**src/rtl/counter_sequencer_pkg.sv**
```systemverilog
`default_nettype none
// ============================================================================
//  Module      : counter_sequencer_pkg
//  Description : Shared types, default widths and the round-robin picker
//                used by the counter sequencer.
//                Contents: state_t (IDLE/RUN/DONE, binary encoded),
//                rr_pick_t {valid, idx}, rr_pick(req, ptr, num).
//  Revision    : 1.0 - initial release
// ============================================================================
package counter_sequencer_pkg;

    localparam int DEFAULT_NUM_REQ     = 4;
    localparam int DEFAULT_COUNT_WIDTH = 4;

    // The picker works on a fixed-width request vector so one function
    // serves every legal NUM_REQ (2..8); unused upper bits are tied low.
    localparam int MAX_REQ = 8;
    localparam int IDX_W   = 3;

    typedef enum logic [1:0] {
        ST_IDLE = 2'd0,
        ST_RUN  = 2'd1,
        ST_DONE = 2'd2
    } state_t;

    typedef struct packed {
        logic             valid;
        logic [IDX_W-1:0] idx;
    } rr_pick_t;

    // First set request bit strictly after ptr, searching upward and
    // wrapping modulo num. The previous owner therefore has lowest priority.
    function automatic rr_pick_t rr_pick(
        input logic [MAX_REQ-1:0] req,
        input logic [IDX_W-1:0]   ptr,
        input int                 num
    );
        rr_pick_t         pick;
        int               cand;
        logic [IDX_W-1:0] cand_idx;
        pick.valid = 1'b0;
        pick.idx   = '0;
        for (int k = 1; k <= MAX_REQ; k++) begin
            if (k <= num && !pick.valid) begin
                cand     = (int'(ptr) + k) % num;
                cand_idx = cand[IDX_W-1:0];
                if (req[cand_idx]) begin
                    pick.valid = 1'b1;
                    pick.idx   = cand_idx;
                end
            end
        end
        return pick;
    endfunction

endpackage : counter_sequencer_pkg
`default_nettype wire

```
**src/rtl/counter_core.sv**
```systemverilog
`default_nettype none
// ============================================================================
//  Module      : counter_core
//  Description : COUNT_WIDTH-bit up-counter with synchronous clear and
//                increment enable. Clear has priority over enable.
//  Ports       : clk, rst (async, active-high), i_clear, i_enable, o_count
//  Revision    : 1.0 - initial release
// ============================================================================
module counter_core #(
    parameter int COUNT_WIDTH = 4
) (
    input  logic                   clk,
    input  logic                   rst,
    input  logic                   i_clear,
    input  logic                   i_enable,
    output logic [COUNT_WIDTH-1:0] o_count
);

    logic [COUNT_WIDTH-1:0] r_count;

    always_ff @(posedge clk or posedge rst) begin
        if (rst) begin
            r_count <= '0;
        end else if (i_clear) begin
            r_count <= '0;
        end else if (i_enable) begin
            r_count <= r_count + COUNT_WIDTH'(1);
        end
    end

    assign o_count = r_count;

endmodule : counter_core
`default_nettype wire

```
**src/rtl/counter_sequencer.sv**
```systemverilog
`default_nettype none
// ============================================================================
//  Module      : counter_sequencer
//  Description : Round-robin sharing of one up-counter between NUM_REQ
//                requesters. The owner holds the counter for its programmed
//                number of enabled ticks, then gets a one-cycle done pulse.
//  Ports       : clock_i, reset_i (async, active-high)
//                req_i[NUM_REQ]       request levels
//                target_i[NUM_REQ*CW] packed per-requester targets
//                abort_i              abort current run
//                grant_o, done_o      one-hot owner / completion pulse
//                busy_o               high in RUN and DONE
//                counter_enable_o     increment strobe (combinational)
//                counter_value_o      current count
//  Revision    : 1.0 - initial release
// ============================================================================
module counter_sequencer
    import counter_sequencer_pkg::*;
#(
    parameter int NUM_REQ     = DEFAULT_NUM_REQ,
    parameter int COUNT_WIDTH = DEFAULT_COUNT_WIDTH
) (
    input  logic                           clock_i,
    input  logic                           reset_i,
    input  logic [NUM_REQ-1:0]             req_i,
    input  logic [NUM_REQ*COUNT_WIDTH-1:0] target_i,
    input  logic                           abort_i,
    output logic [NUM_REQ-1:0]             grant_o,
    output logic [NUM_REQ-1:0]             done_o,
    output logic                           busy_o,
    output logic                           counter_enable_o,
    output logic [COUNT_WIDTH-1:0]         counter_value_o
);

    // Pointer starts at the last requester so requester 0 wins first.
    localparam logic [IDX_W-1:0] C_PTR_RESET = IDX_W'(NUM_REQ - 1);

    state_t                 r_state, w_state_nxt;
    logic [IDX_W-1:0]       r_owner, w_owner_nxt;
    logic [IDX_W-1:0]       r_ptr,   w_ptr_nxt;
    logic [COUNT_WIDTH-1:0] r_target, w_target_nxt;

    logic [NUM_REQ-1:0]     r_grant, w_grant_nxt;
    logic [NUM_REQ-1:0]     r_done,  w_done_nxt;
    logic                   r_busy,  w_busy_nxt;

    logic [MAX_REQ-1:0]     w_req_pad;
    rr_pick_t               w_pick;
    logic [COUNT_WIDTH-1:0] w_target_sel;
    logic [COUNT_WIDTH-1:0] w_count;
    logic                   w_abort;
    logic                   w_at_target;
    logic                   w_clear;
    logic                   w_enable;

    always_comb begin
        w_req_pad              = '0;
        w_req_pad[NUM_REQ-1:0] = req_i;
    end

    assign w_pick = rr_pick(w_req_pad, r_ptr, NUM_REQ);

    always_comb begin
        w_target_sel = '0;
        for (int k = 0; k < NUM_REQ; k++) begin
            if (w_pick.idx == IDX_W'(k)) begin
                w_target_sel = target_i[k*COUNT_WIDTH +: COUNT_WIDTH];
            end
        end
    end

    // Dropping the owner's request is treated exactly like abort_i.
    assign w_abort     = (r_state == ST_RUN) && (abort_i || !w_req_pad[r_owner]);
    assign w_at_target = (w_count == r_target);

    // ------------------------------------------------------------------
    // State register (with owner, target and round-robin pointer)
    // ------------------------------------------------------------------
    always_ff @(posedge clock_i or posedge reset_i) begin
        if (reset_i) begin
            r_state  <= ST_IDLE;
            r_owner  <= '0;
            r_target <= '0;
            r_ptr    <= C_PTR_RESET;
        end else begin
            r_state  <= w_state_nxt;
            r_owner  <= w_owner_nxt;
            r_target <= w_target_nxt;
            r_ptr    <= w_ptr_nxt;
        end
    end

    // ------------------------------------------------------------------
    // Next-state logic
    // ------------------------------------------------------------------
    always_comb begin
        w_state_nxt  = r_state;
        w_owner_nxt  = r_owner;
        w_target_nxt = r_target;
        w_ptr_nxt    = r_ptr;
        w_clear      = 1'b0;
        case (r_state)
            ST_IDLE: begin
                if (w_pick.valid) begin
                    w_state_nxt  = ST_RUN;
                    w_owner_nxt  = w_pick.idx;
                    w_target_nxt = w_target_sel;
                    w_clear      = 1'b1;
                end
            end
            ST_RUN: begin
                // Abort is checked first so it beats a simultaneous finish.
                if (w_abort) begin
                    w_state_nxt = ST_IDLE;
                    w_ptr_nxt   = r_owner;
                end else if (w_at_target) begin
                    w_state_nxt = ST_DONE;
                end
            end
            ST_DONE: begin
                w_state_nxt = ST_IDLE;
                w_ptr_nxt   = r_owner;
            end
            default: begin
                w_state_nxt = ST_IDLE;
            end
        endcase
    end

    // ------------------------------------------------------------------
    // Output logic: next values of the registered outputs, plus the
    // combinational enable. Enable is also gated by abort so an aborted
    // run leaves the counter at the value it had when abort was seen.
    // ------------------------------------------------------------------
    always_comb begin
        w_grant_nxt = '0;
        w_done_nxt  = '0;
        for (int k = 0; k < NUM_REQ; k++) begin
            w_grant_nxt[k] = (w_state_nxt == ST_RUN)  && (w_owner_nxt == IDX_W'(k));
            w_done_nxt[k]  = (w_state_nxt == ST_DONE) && (w_owner_nxt == IDX_W'(k));
        end
        w_busy_nxt = (w_state_nxt == ST_RUN) || (w_state_nxt == ST_DONE);
        w_enable   = (r_state == ST_RUN) && !w_at_target && !w_abort;
    end

    always_ff @(posedge clock_i or posedge reset_i) begin
        if (reset_i) begin
            r_grant <= '0;
            r_done  <= '0;
            r_busy  <= 1'b0;
        end else begin
            r_grant <= w_grant_nxt;
            r_done  <= w_done_nxt;
            r_busy  <= w_busy_nxt;
        end
    end

    counter_core #(
        .COUNT_WIDTH (COUNT_WIDTH)
    ) u_counter_core (
        .clk      (clock_i),
        .rst      (reset_i),
        .i_clear  (w_clear),
        .i_enable (w_enable),
        .o_count  (w_count)
    );

    assign grant_o          = r_grant;
    assign done_o           = r_done;
    assign busy_o           = r_busy;
    assign counter_enable_o = w_enable;
    assign counter_value_o  = w_count;

endmodule : counter_sequencer
`default_nettype wire
```
**config.mk**
```make
export PLATFORM = sky130hd
export DESIGN_NAME = counter_sequencer
export DESIGN_NICKNAME = d
export VERILOG_FILES = /design/src/rtl/counter_sequencer_pkg.sv /design/src/rtl/counter_core.sv /design/src/rtl/counter_sequencer.sv
export SDC_FILE = /design/constraint.sdc
export NUM_CORES = 1
export LEC_CHECK = 0
export BUFFER_PORTS_ARGS = -buffer_cell sky130_fd_sc_hd__clkbuf_2
export CAP_MARGIN = 10
export CORE_MARGIN = 2
export CORE_UTILIZATION = 58
export CTS_BUF_LIST = sky130_fd_sc_hd__clkbuf_4 sky130_fd_sc_hd__clkbuf_8
export DETAILED_ROUTE_END_ITERATION = 8
export GPL_TIMING_DRIVEN = 0
export PLACE_DENSITY = 0.91
export SLEW_MARGIN = 20
export SYNTH_ARGS = -nofsm -noshare
export SYNTH_HDL_FRONTEND = slang
export SYNTH_SLANG_ARGS = --single-unit
```
**constraint.sdc**
```tcl
create_clock -name clock_i -period 3.9 [get_ports clock_i]
set_input_delay 0.585 -clock clock_i [delete_from_list [all_inputs] [get_ports clock_i]]
set_output_delay 0.585 -clock clock_i [all_outputs]
set_load 0.01 [all_outputs]
```
# ---- Word-level counts from Yosys, hierarchy flattened
# Cells that the tools add are included.
dict set report op_classes {
  n_eq_ne 12
  div 0
  shift 0
  multipliers 0
  magnitude_cmp 5
  mux 33
  bitwise 4
  add_sub_neg 5
  reduce_logical 27
}
# cell count
set op_table {}
lappend op_table {{$mux W4} 13}
lappend op_table {{$lt A3 B4 Y1 const B} 5}
lappend op_table {{$bmux W1 S3} 5}
lappend op_table {{$eq A3 B2 Y1 const B} 4}
lappend op_table {{$logic_and A1 B1 Y1} 11}
lappend op_table {{$mux W2} 4}
lappend op_table {{$pmux W2 S2} 2}
lappend op_table {{$reduce_or A2 Y1} 4}
lappend op_table {{$mux W1} 7}
lappend op_table {{$eq A3 B1 Y1 const B} 2}
lappend op_table {{$logic_not A3 Y1} 2}
lappend op_table {{$mux W3} 2}
lappend op_table {{$add A2 B1 Y2 const B} 2}
lappend op_table {{$add A2 B2 Y2 const B} 2}
lappend op_table {{$add A4 B1 Y4 const B} 1}
lappend op_table {{$and A1 B1 Y1 const A} 4}
lappend op_table {{$eq A2 B1 Y1 const B} 2}
lappend op_table {{$eq A2 B2 Y1 const B} 2}
lappend op_table {{$eq A4 B4 Y1} 1}
lappend op_table {{$reduce_and A2 Y1} 2}
lappend op_table {{$reduce_bool A2 Y1} 2}
lappend op_table {{$logic_not A1 Y1} 3}
lappend op_table {{$logic_not A2 Y1} 1}
lappend op_table {{$logic_or A1 B1 Y1} 2}
lappend op_table {{$ne A2 B2 Y1 const B} 1}
dict set report word_totals {
  latch_bits 0
  ff_bits 24
  mem_bits_ro 0
  ram_bits 0
  memories 0
  in_bits 23
  wordCells 94
  out_inout_bits 14
}

# ---- Longest topological paths before layout
dict set report depth {
  depth_word 17
  depth_mapped 7
  depth_no_buf 7
}

# ---- Modules after synthesis
# A second synthesis with hierarchy kept.
dict set report hier_totals {
  cells_unflattened 125
  hier_area_um2 1283.7
}
# module area_per_inst_um2 instances seq_area_each_um2 cells_per_inst
set by_module_without_submodules {}
lappend by_module_without_submodules {counter_sequencer 1087.3 1 503.0 108}
lappend by_module_without_submodules {counter_core 196.4 1 100.1 17}

# ---- Worst setup path after synthesis
# No wires, ideal clock.
dict set report synth_timing {
  path_type {input -> register}
  start {input port req_i[0]}
  end {register r_grant[2], in the netlist grant_o[2]}
  arrival_time_ps 1922
  setup_ps 120
  t_required_ps 3780
  path_slack_ps 1858
  path_buffers 0
  stages 7
  path_cell_list {nor2b_1 > o311ai_0 > nor3_2 > nor2_1 > inv_1 > ha_1 > and3b_1}
}
dict set report synth_between {
  word_cells_on_any_way 28
  cone_classes {eq/ne (2); mux (22); reduce/logical (4)}
}
# item line
set synth_lines {}
lappend synth_lines {{from (decl)} counter_sequencer.sv:25} ;# input logic [NUM_REQ-1:0] req_i,
lappend synth_lines {{$bmux W1 S3} counter_sequencer_pkg.sv:47} ;# if (req[cand_idx]) begin
lappend synth_lines {{$mux W1 (implied by the code)} counter_sequencer_pkg.sv:47}
lappend synth_lines {{$mux W4} counter_sequencer_pkg.sv:47}
lappend synth_lines {{$mux W4 (3 in series)} counter_sequencer_pkg.sv:44} ;# if (k <= num && !pick.valid) begin
lappend synth_lines {{$mux W2} counter_sequencer.sv:104} ;# if (w_pick.valid) begin
lappend synth_lines {{$pmux W2 S2 (*)} counter_sequencer.sv:102} ;# case (r_state)
lappend synth_lines {{via w_state_nxt[0]} counter_sequencer.sv:38} ;# state_t r_state, w_state_nxt;
lappend synth_lines {{$eq A2 B1 Y1 (*)} counter_sequencer.sv:139} ;# w_grant_nxt[k] = (w_state_nxt == ST_RUN) && (w_owner_nxt == IDX_W'(k));
lappend synth_lines {{$logic_and A1 B1 Y1 (*)} counter_sequencer.sv:139}
lappend synth_lines {{via w_grant_nxt[2]} counter_sequencer.sv:43} ;# logic [NUM_REQ-1:0] r_grant, w_grant_nxt;
lappend synth_lines {{to (signal assigned)} counter_sequencer.sv:152} ;# r_grant <= w_grant_nxt;
lappend synth_lines {{to (decl)} counter_sequencer.sv:43}
# Mark *: on every way through the listed nets, which the timed path passes. The rest lies on a longest branch. The select of a mux whose other input is x is not followed.
# A chain may end at the register's enable or synchronous reset.

# ---- Worst setup path in the final report
dict set report layout_timing {
  start {register r_owner[0]}
  end {output port counter_enable_o}
}
dict set report layout_between {
  elab_chain_len 7
}
# item line
set layout_lines {}
lappend layout_lines {{from (decl)} counter_sequencer.sv:39} ;# logic [IDX_W-1:0] r_owner, w_owner_nxt;
lappend layout_lines {{from (signal assigned)} counter_sequencer.sv:87} ;# r_owner <= w_owner_nxt;
lappend layout_lines {{$bmux W1 S3} counter_sequencer.sv:73} ;# assign w_abort = (r_state == ST_RUN) && (abort_i || !w_req_pad[r_owner]);
lappend layout_lines {{$mux W1 (implied by the code)} counter_sequencer.sv:73}
lappend layout_lines {{$logic_not A1 Y1} counter_sequencer.sv:73}
lappend layout_lines {{$logic_or A1 B1 Y1} counter_sequencer.sv:73}
lappend layout_lines {{$logic_and A1 B1 Y1} counter_sequencer.sv:73}
lappend layout_lines {{$logic_not A1 Y1} counter_sequencer.sv:143} ;# w_enable = (r_state == ST_RUN) && !w_at_target && !w_abort;
lappend layout_lines {{$logic_and A1 B1 Y1} counter_sequencer.sv:143}
lappend layout_lines {{to (decl)} counter_sequencer.sv:31} ;# output logic counter_enable_o,
# Every way passes these cells. The select of a mux whose other input is x is not followed.

==> summary.md <==
| Metric | Value |
|---|---|
| Post-synth ARST share | `1.00` |
| Max Cap Viol | `0` |
| PostCTS Resize Cnt | `0` |
| Die width | `approximately 53 um` |
| Cell taking the most area after synthesis | `dfrtp_1` |
| Sum Neg Setup Slack | `0 ns` |
| Postcts setup bufs | `0` |
| Status | `finished clean` |
| R2R Setup Slk | `~1.7 ns` |
| CTS tree | `done` |
| Top_reg_cell synth | `dfrtp_1` |
| WS Path Type | `reg -> out` |
| Psw | `428 uW` |
| Top post-synthesis cells by area | `dfrtp_1 (40%), a211oi_1 (8.2%), mux2i_1 (6.6%)` |
| Avg Inst Size Synth | `10.4 um^2` |
| Slew margin rel. | `0.296` |
| Antenna violations before repair | `0` |
| GRT Util Overall | `0.239` |
| Largest net degree at the start of global routing | `25` |
| # port buffers | `36` |
| Synth Register Bits | `24` |
| Grt ovf | `0` |
| Total I/O pin count | `37` |
| Worst Skew | `around 0.0068 ns` |
| Syn Nets | `158` |
| Pint | `~670 uW` |
| DP Area | `between 1500 and 2000 um^2` |
| Maximum vdd ir drop | `0.000453 V` |
| Final min period | `2.54 ns` |
| Wire per inst | `14.1 um` |
| Syn Inst Count | `132` |
| RSZ-0062 raised after global routing | `no` |
| Clock buffer count from CTS | `3` |
| Drt total wl | `about 2800 um` |
| CTS H-Tree Depth | `1` |
| Longest Clk Path Bufs | `2` |
| Warnings, synthesis | `0` |
| Synth cell types | `39` |
| DRC violations left | `0` |
| Clk root buf | `clkbuf_4` |
| First-pass GRT wire length | `slightly below 5000 um` |
| Sequential share of power | `0.371` |
| Number of synthesized flops with an enable pin | `0` |
| Clk Latency, worst-skew pair | `approximately 0.31 ns` |
| Reg2Reg Launch Point | `r_owner[0]` |
| Gpl congestion | `0.839` |
| N_diodes | `0` |
| Die ar. | `approximately 2800 um^2` |
| WP data arrival | `a little under 2 ns` |
| Worst setup EP type | `primary output` |
| Hpwl dp | `2180 um` |
| Endpoints failing hold | `0` |
| Static leakage | `0.000866 uW` |
| Combinational Power Share | `0.466` |
| Fin. max-slew vios | `0` |
| HP Class | `in -> async` |
| Initial Util | `0.618` |
| Vias in the first global route | `about 1100` |
| Clk network pwr share | `0.162` |
| Pwr Density | `~670 nW/um^2` |
| FF-to-FF path depth | `7` |
| Drt pass-1 iters | `4` |
| Crit share post-route | `0.650` |
| # hold bufs at CTS | `0` |
| Sw Ratio | `0.391` |
| CTS sink cnt | `24` |
| Vias | `roughly 1200` |
| Fin nets | `between 150 and 200` |
| Clock slew at the register clock pins of the worst setup and hold paths | `between 0.1 and 0.15 ns` |
| Design area | `between 1500 and 2000 um^2` |
| # rows | `17` |
| Pwr Total | `~1100 uW` |
| Startpoint Class | `flop` |
| Vias per cell | `a little under 6` |
| Starting DRT DRC Count | `38` |
| Core ar. | `2210 um^2` |
| Fin util | `0.739` |
| Worst Path Required | `3.31 ns` |
| Share of the synthesized area in the top cell type | `0.403` |
| Final number of setup-violating endpoints | `0` |
| Worst R2R End | `grant_o[2]` |
| DP Worst Slack | `~1.4 ns` |
| Maximum clock rate | `between 300 and 400 MHz` |
| Worst Path Max Fanout | `7` |
| Antenna Nets Post-Route | `0` |
| Least-Margin Pin Slew | `1.05 ns` |
| Die Height | `between 50 and 60 um` |
| Share of cells above drive strength 1 | `0.302` |
| Worst setup margin | `about 1.4 ns` |
| Mapped Area | `approximately 1400 um^2` |
| P&R area growth vs syn | `19.6%` |
| Sequential area share after synthesis | `0.441` |
==> stage by stage <==
stage / hold WS, ns / cells
2_1_floorplan: 0.524 / 132
3_3_place_gp: 0.533 / 196
3_5_place_dp: 0.554 / 196
4_1_cts: 0.442 / 200
5_1_grt: 0.504 / 200
6_report: 0.414 / 200
==> cell usage in the layout (no fill, tap or decap), types with 2 or more instances in the layout <==
cell | netlist | routed
a211oi_1 | 15 | 15
and3_1 | 4 | 4
ha_1 | 3 | 3
o21ai_0 | 3 | 3
nand2b_1 | 3 | 3
inv_1 | 12 | 12
a21oi_1 | 4 | 4
clkbuf_4 | 0 | 3
nor2_1 | 11 | 11
nand2_1 | 9 | 9
mux2i_1 | 9 | 9
xor2_1 | 4 | 4
and2_1 | 4 | 4
nor3b_1 | 2 | 2
dfrtp_1 | 22 | 22
dfstp_2 | 2 | 2
and3b_1 | 2 | 2
clkbuf_2 | 0 | 36
==> how the worst max path moves through the flow <==
stage	from	end	slack [ns]	cells past startpoint
final	r_owner[0]	counter_enable_o	1.36	4
after global placement	req_i[3]	done_o[2]	1.48	6
after detailed placement	req_i[3]	grant_o[3]	1.40	7
after global routing	r_owner[0]	counter_enable_o	1.21	4
after floorplan	req_i[0]	grant_o[2]	1.86	7
after CTS	r_owner[0]	counter_enable_o	1.37	4
==> registers in the layout, summed over array words and instances (netlist names) <==
signal and count:
u_counter_core.o_count 4, busy_o 1, r_ptr 2, r_target 4, grant_o 4, done_o 4
r_state 2, r_owner 3
==> synth_stat cells (all sizes together), types with 2 or more instances <==
| master | n |
|---|---|
| nor3b | 2 |
| mux2i | 9 |
| a211oi | 15 |
| xor2 | 4 |
| dfstp | 2 |
| o21ai | 3 |
| nor2 | 12 |
| a21oi | 4 |
| inv | 12 |
| ha | 3 |
| buf | 2 |
| and3b | 2 |
| dfrtp | 22 |
| and2 | 4 |
| and3 | 5 |
| nor3 | 2 |
| nand2b | 3 |
| nand2 | 9 |
==> power by group through the flow <==
stage	registers, uW	logic, uW	clock network [uW]
after floorplan	406	372	0
after global placement	404	480	0
after detailed placement	408	507	0
after CTS	404	508	180
after global routing	416	567	186
final	406	510	177
==> layout make-up <==
type	instances	area, um^2
multi-input combinational	94	691
sequential	24	603
fill	166	578
timing repair buffer	36	180
inverter	12	45.0
tap	28	35.0
clock inverter	1	30.0
buffer	2	27.5
clock buffer	3	22.5
==> layer usage <==
metal / global-route usage / routed length, um / up-vias
li1: - / - / 556
met1: 0.316 / 1250 / 545
met2: 0.408 / 1390 / 47
met3: 0.0200 / 146 / 8
met4: 0.0812 / 36 / 0
met5: 0 / 0 / -
==> worst max-delay path, stage by stage, from the launching register on <==
cell and delay [ns]:
dfrtp_1 0.48, mux2i_1 0.16, a211o_1 0.37, nor3_2 0.41, clkbuf_2 0.21
==> logic make-up after synthesis <==
group                      after synthesis  synth area share
buffers and inverters                   14            0.0531
xor gates and xnor gates                 5            0.0320
adders and majority gates                3            0.0275
muxes                                    9            0.0659
AOI/OAI and AO/OA                       33             0.196
DFF                                     24             0.441
and+or+nand+nor                         44             0.184
Power figures use the tool's default switching activity.
